## src/rtl/mine_pkg.sv

```systemverilog
// Shared definitions for the mine placement engine: FSM states, grid sizing
// helpers and the modulus value that selects full-width LCG wraparound.
package mine_pkg;

  typedef enum logic [2:0] {
    ST_IDLE,
    ST_SEED,
    ST_DRAW,
    ST_PROBE,
    ST_DONE
  } state_t;

  // A modulus of this value means "wrap at 2^SEED_W" rather than divide.
  localparam int MOD_FULL_RANGE = 0;

  function automatic int calc_cells(input int rows, input int cols);
    return rows * cols;
  endfunction

  function automatic int calc_iw(input int cells);
    return (cells <= 1) ? 1 : $clog2(cells);
  endfunction

endpackage

```

## src/rtl/mine_lcg.sv

```systemverilog
// Combinational LCG step: X_new = (a*X + c) mod m, with m=0 meaning a
// plain SEED_W-bit truncation of the double-width result.
module mine_lcg
  import mine_pkg::*;
#(
  parameter int SEED_W = 16
) (
  input  logic [SEED_W-1:0] in_x,
  input  logic [SEED_W-1:0] in_mult,
  input  logic [SEED_W-1:0] in_increment,
  input  logic [SEED_W-1:0] in_modulus,
  output logic [SEED_W-1:0] out_x
);

  logic [2*SEED_W-1:0] w_sum;
  logic [2*SEED_W-1:0] w_modulus_wide;

  // The sum cannot overflow 2*SEED_W bits because (2^W-1)^2 + 2^W-1 < 2^2W.
  always_comb begin
    w_sum          = (2*SEED_W)'(in_mult) * (2*SEED_W)'(in_x) + (2*SEED_W)'(in_increment);
    w_modulus_wide = (2*SEED_W)'(in_modulus);
    if (in_modulus == SEED_W'(MOD_FULL_RANGE)) begin
      out_x = w_sum[SEED_W-1:0];
    end else begin
      out_x = SEED_W'(w_sum % w_modulus_wide);
    end
  end

endmodule

```

## src/rtl/mine_placer.sv

```systemverilog
// Places a run-time number of unique mines on a ROWS x COLS board using an LCG
// with linear probing. Optional MINE_PLACER_SAFE_CELL_EN reserves one mine-free cell.
module mine_placer
  import mine_pkg::*;
#(
  parameter int  ROWS   = 5,
  parameter int  COLS   = 5,
  parameter int  SEED_W = 16,
  localparam int N      = calc_cells(ROWS, COLS),
  localparam int IW     = calc_iw(N)
) (
  input  logic              in_clka,
  input  logic              in_reset,
  input  logic              in_start,
  input  logic [SEED_W-1:0] in_seed,
  input  logic [SEED_W-1:0] in_mult,
  input  logic [SEED_W-1:0] in_increment,
  input  logic [SEED_W-1:0] in_modulus,
  input  logic [IW:0]       in_num_mines,
`ifdef MINE_PLACER_SAFE_CELL_EN
  input  logic [IW-1:0]     in_safe_cell,
`endif
  output logic [N-1:0]      out_mines,
  output logic              out_busy,
  output logic              out_done
);

`ifdef MINE_PLACER_SAFE_CELL_EN
  localparam logic [IW:0] MAX_TARGET = (IW+1)'(N - 1);
`else
  localparam logic [IW:0] MAX_TARGET = (IW+1)'(N);
`endif
  localparam logic [SEED_W-1:0] N_MOD     = SEED_W'(N);
  localparam logic [IW-1:0]     LAST_CELL = IW'(N - 1);

  state_t              r_state;
  logic [SEED_W-1:0]   r_x;
  logic [SEED_W-1:0]   r_seed;
  logic [SEED_W-1:0]   r_mult;
  logic [SEED_W-1:0]   r_increment;
  logic [SEED_W-1:0]   r_modulus;
  logic [IW:0]         r_target;
  logic [IW:0]         r_count;
  logic [IW-1:0]       r_probe;
  logic [N-1:0]        r_mines;
  logic                r_busy;
  logic                r_done;

  logic [SEED_W-1:0]   w_x_new;
  logic [IW-1:0]       w_idx;
  logic [IW-1:0]       w_idx_next;
  logic [IW-1:0]       w_probe_next;
  logic [IW:0]         w_count_inc;
  logic                w_last;
  logic [N-1:0]        w_blocked;

  mine_lcg #(.SEED_W(SEED_W)) u_lcg (
    .in_x        (r_x),
    .in_mult     (r_mult),
    .in_increment(r_increment),
    .in_modulus  (r_modulus),
    .out_x       (w_x_new)
  );

`ifdef MINE_PLACER_SAFE_CELL_EN
  logic [IW-1:0] r_safe;
  always_ff @(posedge in_clka) begin
    if (in_reset) begin
      r_safe <= '0;
    end else if (r_state == ST_IDLE && in_start) begin
      r_safe <= in_safe_cell;
    end
  end
  assign w_blocked = r_mines | (N'(1) << r_safe);
`else
  assign w_blocked = r_mines;
`endif

  assign w_idx        = IW'(w_x_new % N_MOD);
  assign w_idx_next   = (w_idx == LAST_CELL) ? '0 : w_idx + 1'b1;
  assign w_probe_next = (r_probe == LAST_CELL) ? '0 : r_probe + 1'b1;
  assign w_count_inc  = r_count + 1'b1;
  assign w_last       = (w_count_inc == r_target);

  // Every state that places the final mine hands off straight to DONE so
  // busy drops and done rises on the same edge.
  always_ff @(posedge in_clka) begin
    if (in_reset) begin
      r_state     <= ST_IDLE;
      r_x         <= '0;
      r_seed      <= '0;
      r_mult      <= '0;
      r_increment <= '0;
      r_modulus   <= '0;
      r_target    <= '0;
      r_count     <= '0;
      r_probe     <= '0;
      r_mines     <= '0;
      r_busy      <= 1'b0;
      r_done      <= 1'b0;
    end else begin
      r_done <= 1'b0;
      case (r_state)
        ST_IDLE: begin
          if (in_start) begin
            r_seed      <= in_seed;
            r_mult      <= in_mult;
            r_increment <= in_increment;
            r_modulus   <= in_modulus;
            r_target    <= (in_num_mines > MAX_TARGET) ? MAX_TARGET : in_num_mines;
            r_busy      <= 1'b1;
            r_state     <= ST_SEED;
          end
        end
        ST_SEED: begin
          r_x     <= r_seed;
          r_mines <= '0;
          r_count <= '0;
          if (r_target == '0) begin
            r_busy  <= 1'b0;
            r_done  <= 1'b1;
            r_state <= ST_DONE;
          end else begin
            r_state <= ST_DRAW;
          end
        end
        ST_DRAW: begin
          r_x <= w_x_new;
          if (!w_blocked[w_idx]) begin
            r_mines[w_idx] <= 1'b1;
            r_count        <= w_count_inc;
            if (w_last) begin
              r_busy  <= 1'b0;
              r_done  <= 1'b1;
              r_state <= ST_DONE;
            end
          end else begin
            r_probe <= w_idx_next;
            r_state <= ST_PROBE;
          end
        end
        ST_PROBE: begin
          if (!w_blocked[r_probe]) begin
            r_mines[r_probe] <= 1'b1;
            r_count          <= w_count_inc;
            if (w_last) begin
              r_busy  <= 1'b0;
              r_done  <= 1'b1;
              r_state <= ST_DONE;
            end else begin
              r_state <= ST_DRAW;
            end
          end else begin
            r_probe <= w_probe_next;
          end
        end
        ST_DONE: begin
          r_state <= ST_IDLE;
        end
        default: begin
          r_state <= ST_IDLE;
        end
      endcase
    end
  end

  assign out_mines = r_mines;
  assign out_busy  = r_busy;
  assign out_done  = r_done;

endmodule

```

## config.mk

```make
export PLATFORM = sky130hd
export DESIGN_NAME = mine_placer
export DESIGN_NICKNAME = d
export VERILOG_FILES = /design/src/rtl/mine_pkg.sv /design/src/rtl/mine_lcg.sv /design/src/rtl/mine_placer.sv
export SDC_FILE = /design/constraint.sdc
export NUM_CORES = 2
export LEC_CHECK = 0
export CAP_MARGIN = 20
export CORE_UTILIZATION = 42
export DETAILED_ROUTE_END_ITERATION = 12
export SYNTH_ARGS = -nofsm -noshare
export SYNTH_HDL_FRONTEND = slang
export SYNTH_HIERARCHICAL = 1
export SYNTH_SLANG_ARGS = --single-unit
```

## constraint.sdc

```tcl
create_clock -name in_clka -period 280 [get_ports in_clka]
set_input_delay 56 -clock in_clka [delete_from_list [all_inputs] [get_ports in_clka]]
set_output_delay 56 -clock in_clka [all_outputs]
set_load 0.02 [all_outputs]
```

== Word level (Yosys, flattened, before mapping) ==
Cells that the tools add are included.

* Add/sub/neg operators: 4
* Multiply operators: 1
* Div/mod/pow operators: 2
* $lt $le $gt $ge: 5
* Equality and inequality tests: 13
* Mux-type cells: 40
* Bitwise operators: 2
* Reductions and logical operators: 14

{| class="wikitable"
|+ Operator list
! operator !! count
|-
| case mux 25 bit (3 select lines) || 1
|-
| 2-to-1 mux 25 bit || 2
|-
| bitwise OR 25 bit || 2
|-
| adder 32 x 16 -> 32 bit || 1
|-
| modulo 32 x 16 -> 32 bit || 1
|-
| multiplier 16 x 16 -> 32 bit || 1
|-
| case mux 16 bit (2 select lines) || 1
|-
| 2-to-1 mux 5 bit || 4
|-
| 2-to-1 mux 3 bit || 6
|-
| 2-to-1 mux 6 bit || 3
|-
| case mux 6 bit (3 select lines) || 1
|-
| zero test 16 bit || 1
|-
| modulo 16 x 5 -> 16 bit (second input constant) || 1
|-
| 2-to-1 mux 16 bit || 1
|-
| 2-to-1 mux 1 bit || 13
|-
| < comparator 5 x 6 -> 1 bit (second input constant) || 2
|-
| inequality test 2 bit (second input constant) || 6
|-
| case mux 3 bit (4 select lines) || 1
|-
| adder 5 x 1 -> 5 bit (second input constant) || 2
|-
| binary-select mux 1 bit (select 5 bit) || 2
|-
| demux 1 bit (select 5 bit) || 2
|-
| equality test 5 bit (second input constant) || 2
|-
| >= comparator 5 x 1 -> 1 bit (second input constant) || 2
|-
| case mux 5 bit (2 select lines) || 1
|-
| other kinds (17) || 22
|}

* Bits in registers: 127
* Input bits: 73
* Output and inout bits: 27
* Logic and storage cells: 93

== Longest topological paths before layout ==
* Depth in word-level cells: 12
* Mapped depth: 552

== Modules after synthesis ==
The synthesis kept the hierarchy.

{| class="wikitable"
|+ By module, submodules not included
! module !! instances !! cells each !! area each (µm²) !! sequential area each (µm²)
|-
| mine_lcg || 1 || 4369 || 32075.8 || 0.0
|-
| mine_placer || 1 || 1197 || 9178.8 || 2542.4
|}

== Least setup slack after synthesis ==
No wires, ideal clock.

* Kind: flip-flop to flip-flop
* From: reg r_x[3]
* To: reg r_mines[23], in the netlist out_mines[23]
* Library setup time: 0.069 ns
* Arrival time: 106.488 ns
* Path slack: 173.443 ns
* Stages on the path, launching flop included: 533
* Path buffers: 55
* Clock period less this slack: 106.557 ns
* Cell sequence: dfxtp_1 clkbuf_1 nand2_1 fa_1 inv_1 fa_1 inv_1 fa_1 inv_1 fa_1 fa_1 inv_1 fa_1 inv_1 ha_1 buf_2 a21oi_1 o21ai_1 (+497 left out) a21oi_1 ha_1 or3_1 a21oi_1 o22a_1 ha_1 nand3b_1 mux2i_1 nor4_1 or3_1 clkbuf_1 a221oi_1 a31o_1 o211a_4 nor2_1 a2111o_1 buf_6 o21ai_1

* Longest elaborated chain between the ends: 12

{| class="wikitable"
|+ RTL lines
! what !! RTL line !! RTL
|-
| from (decl) || mine_placer.sv:37 || <nowiki>logic [SEED_W-1:0] r_x;</nowiki>
|-
| from (signal assigned) || mine_placer.sv:116 || <nowiki>r_x <= r_seed;</nowiki>
|-
| from (signal assigned) || mine_placer.sv:128 || <nowiki>r_x <= w_x_new;</nowiki>
|-
| multiplier 16 x 16 -> 32 bit (*) || mine_lcg.sv:20 || <nowiki>w_sum = (2*SEED_W)'(in_mult) * (2*SEED_W)'(in_x) + (2*SEED_W)'(in_increment);</nowiki>
|-
| adder 32 x 16 -> 32 bit (*) || mine_lcg.sv:20 ||
|-
| modulo 32 x 16 -> 32 bit || mine_lcg.sv:25 || <nowiki>out_x = SEED_W'(w_sum % w_modulus_wide);</nowiki>
|-
| 2-to-1 mux 16 bit (*) || mine_lcg.sv:22 || <nowiki>if (in_modulus == SEED_W'(MOD_FULL_RANGE)) begin</nowiki>
|-
| via w_x_new[11] || mine_placer.sv:49 || <nowiki>logic [SEED_W-1:0] w_x_new;</nowiki>
|-
| modulo 16 x 5 -> 16 bit (*) || mine_placer.sv:79 || <nowiki>assign w_idx = IW'(w_x_new % N_MOD);</nowiki>
|-
| < comparator 5 x 6 -> 1 bit (implied by the code) or >= comparator 5 x 1 -> 1 bit (tied branches) || mine_placer.sv:130 || <nowiki>r_mines[w_idx] <= 1'b1;</nowiki>
|-
| logical AND 1 bit (implied by the code) || mine_placer.sv:130 ||
|-
| 2-to-1 mux 1 bit (implied by the code) || mine_placer.sv:130 ||
|-
| demux 1 bit (select 5 bit) || mine_placer.sv:130 ||
|-
| bitwise OR 25 bit (no line) || -- ||
|-
| 2-to-1 mux 25 bit || mine_placer.sv:129 || <nowiki>if (!w_blocked[w_idx]) begin</nowiki>
|-
| case mux 25 bit (3 select lines) || mine_placer.sv:103 || <nowiki>case (r_state)</nowiki>
|-
| to (signal assigned) || mine_placer.sv:117 || <nowiki>r_mines <= '0;</nowiki>
|-
| to (signal, indexed assignment) || mine_placer.sv:130 ||
|-
| to (signal, indexed assignment) || mine_placer.sv:144 || <nowiki>r_mines[r_probe] <= 1'b1;</nowiki>
|-
| to (decl) || mine_placer.sv:45 || <nowiki>logic [N-1:0] r_mines;</nowiki>
|}

Mark *: on every way through the listed nets, which the timed path passes. The rest lies on a longest branch. The select of a mux whose other input is x is not followed.
A chain may end at the register's enable or synchronous reset.

== Final worst setup path ==
* From: reg r_x[11]
* To: reg r_mines[16], in the netlist out_mines[16]

The elaborated chain is that of the path after synthesis.

==> impl_metrics.py <==
metrics = {
    "floorplan": {
        "initial_core_util_pct": 42.53,
        "design.die.area_um2": 99480,
        "die_width_um": 315.4,
        "std_cell_rows": 114,
        "die_height_um": 315.4,
        "fp.coreArea_um2": 96990,
        "number_of_top_level_pins": 100,
    },
    "clock_network": {
        "cts_post_setup_buffers_inserted": 0,
        "cts_resized": 0,
        "worst_skew_pair.late_latency_ns": 0.47,
        "cts_inserted_buffers": 17,
        "worst_setup_hold_path_clk_slew_ns": 0.07,
        "tritoncts_num_sinks": 127,
        "ctsLongestPathBuffers": 2,
        "clock-root-buffer": "clkbuf_16",
        "holdBufCountCts": 0,
        "h_tree_lvl_count": 4,
        "cts_tree": "done",
    },
    "setup_path": {
        "critical_path_s_most_frequent_cell": "o21a_1",
        "setup.worst_path.class": "reg -> reg",
        "max_stage_delay_cell_worst_path": "a22oi_1",
        "worst_ep_arrival_time_ns": 120.40,
        "delay_contributed_by_the_slowest_stage_of_the_critical_path_ns": 0.95,
        "worst_setup_path_start_kind": "register",
        "cp.required_ns": 280.31,
        "path_max_fanout": 36,
        "setup.worst_path.end_class": "register",
    },
    "routing": {
        "antenna_left": 0,
        "met3WireLength_um": 6154,
        "route.vias.total": 40750,
        "drt-wirelength-per-cell_um": 18.69,
        "via_per_inst": 5.962,
        "sum_of_routed_wire_segments_on_met1_um": 63140,
        "wirelength_um": 127800,
        "firstDrtPassIters": 10,
        "route.detailed.drc": 2,
        "top_layer": "met4",
        "met2_wire_len_um": 55970,
        "first_iter_violations": 3121,
    },
    "global_routing": {
        "grt_start_max_net_pins": 85,
        "via_count_of_the_first_global_routing_pass": 38470,
        "grt_first_pass_wirelength_um": 205800,
        "gr_overflow_total": 0,
        "antenna_violations_before_repair": 0,
        "global_route.usage.total_pct": 25.30,
    },
    "sta": {
        "unrepaired_setup_endpoints_after_global_routing": "false",
        "timing.final.crit_period_ns": 120.09,
        "timing.final.max_slew_violations": 0,
        "clock-skew-final_ns": 0.01455,
        "report.final.hold_viol_count": 0,
        "slew_headroom_pct": 20.43,
        "report.final.setup_viol": 0,
        "worstMarginPinSlew_ns": 1.194,
        "layout_worst_path_cycle_share_pct": 42.89,
        "finalSetupTns_ns": 0,
        "max_freq_ghz": 0.008327,
    },
    "run": {
        "max-cap-violations": 0,
    },
    "logic_synthesis": {
        "yosys-top-cells-area": "ha_1 15%, fa_1 10%, dfxtp_1 6.2%, nand2_1 5.9%, a21oi_1 4.4%",
        "yosys_register_bits": 127,
        "synth.yosys.seq_area_share_pct": 6.163,
        "yosys_most_used_dff": "dfxtp_1",
        "netlist.top_cell.by_area": "ha_1",
        "yosys.cell_types.count": 134,
        "synth-edff-count": 0,
        "netlist_instances": 5566,
        "synth.cell_area_um2": 41250,
        "yosys_warnings": 6,
        "post_synth.cell_area_avg_um2": 7.412,
        "synth_top_cell_area_share_pct": 15.50,
        "postSynthNetCount": 6361,
        "async_set_reset_flop_share_out_of_synthesis_pct": 0,
    },
    "finish": {
        "mostFrequentLayoutCells": "648 x nand2_1, 511 x ha_1, 415 x nor2_1",
        "area_delta_synth_final_pct": 7.055,
        "layout_cells_sized_above_1_pct": 7.323,
        "n_antenna_cell": 0,
        "layout.nets": 6340,
        "most_frequent_standard_cell_in_the_layout_excluding_fill_and_tap_cells": "nand2_1",
        "fill_cells": 9850,
    },
    "outcome": {
        "violations": "DRC",
        "status": "finished with violations",
    },
    "placement": {
        "dpl.hpwl_um": 101200,
        "gp_congestion": 0.9411,
        "placement.io_buffers": 99,
    },
    "min_path": {
        "holdCritPathClass": "reg -> reg",
    },
}
per-layer routing:
metal | vias to the layer above | track usage (%)
met1 | 19300 | 36.66
li1 | 20140 | -
met3 | 158 | 2.007
met4 | 0 | 5.567
met2 | 1149 | 40.68
met5 | - | 0
critical path, delay by kind of cell (launching register included):
family / cells / cell delay [ns]
compound gates: 294 / 70.64
simple gates: 115 / 25.28
flops: 1 / 0.87
buf+inv: 24 / 4.28
fa+ha+maj: 41 / 13.82
mux: 12 / 4.48
xor+xnor: 1 / 0.16
final timing paths:
kind | slack, ns | endpoint | cells after the start | startpoint
worst max-delay path | 159.91 | out_mines[16]$_SDFFE_PP0P_ | 487 | r_x[11]$_SDFFE_PP0P_
worst min-delay path | 0.46 | r_seed[15]$_SDFFE_PP0P_ | 2 | r_seed[15]$_SDFFE_PP0P_
worst max register to register | 159.91 | out_mines[16]$_SDFFE_PP0P_ | 487 | r_x[11]$_SDFFE_PP0P_
worst min register to register | 0.46 | r_seed[15]$_SDFFE_PP0P_ | 2 | r_seed[15]$_SDFFE_PP0P_
cells in the mapped netlist, drive strengths merged, types with 44 or more instances:
library cell / count
nand2: 652
ha: 511
nor2: 423
inv: 392
a21oi: 368
nor3: 280
o21ai: 256
fa: 211
o21a: 211
and2: 166
xnor2: 153
clkbuf: 135
dfxtp: 127
o31ai: 115
nand3: 109
a21o: 108
mux2: 100
xor2: 93
mux2i: 87
buf: 75
or2: 69
a211oi: 63
or3: 60
o211ai: 59
nor2b: 56
nand2b: 55
nand4: 54
and3: 44
state kept, by name (all words and copies together), names as in the netlist:
| signal | cells |
|---|---|
| r_x | 16 |
| r_count | 6 |
| r_modulus | 16 |
| r_state | 3 |
| out_done | 1 |
| out_mines | 25 |
| r_probe | 5 |
| r_target | 6 |
| r_seed | 16 |
| r_increment | 16 |
| out_busy | 1 |
| r_mult | 16 |
cell families (layout without fill, tap and decap cells):
family / Yosys count / after routing / synth area share [%]
AND/OR/NAND/NOR: 2100 / 2100 / 25.16
buffers and inverters: 602 / 594 / 5.847
AO/OA/AOI/OAI: 1575 / 1575 / 26.61
adder cells (fa/ha/maj): 722 / 722 / 25.74
XOR/XNOR: 246 / 246 / 5.241
multiplexers: 194 / 194 / 5.241
flip-flops: 127 / 127 / 6.163
stage by stage:
stage / hold WS [ns] / cell area (um^2) / setup WS [ns] / util [%] / cells
final: 0.4554 / 44160 / 159.91 / 45.53 / 6834
after global routing: 0.4756 / 44160 / 150.65 / 45.53 / 6834
after CTS: 0.4558 / 44140 / 161.55 / 45.51 / 6833
after detailed placement: 0.4480 / 43540 / 162.02 / 44.89 / 6801
after global placement: 0.4429 / 43480 / 163.94 / 44.83 / 6797
after floorplan: 0.4330 / 41250 / 173.44 / - / 5566
layout make-up:
| type | instances | area [um^2] | area share [%] |
|---|---|---|---|
| Clock buffer | 19 | 442.9 | 1.003 |
| Clock inverter | 13 | 150.1 | 0.3400 |
| Inverter | 392 | 1471 | 3.332 |
| Multi-Input combinational cell | 4837 | 36390 | 82.39 |
| Sequential cell | 127 | 2542 | 5.757 |
| Tap cell | 1276 | 1597 | 3.615 |
| Timing Repair Buffer | 170 | 1574 | 3.564 |
Power is left out: the tool's default activity adds up to more than one toggle a clock period on the data nets, which glitch-free logic cannot reach.
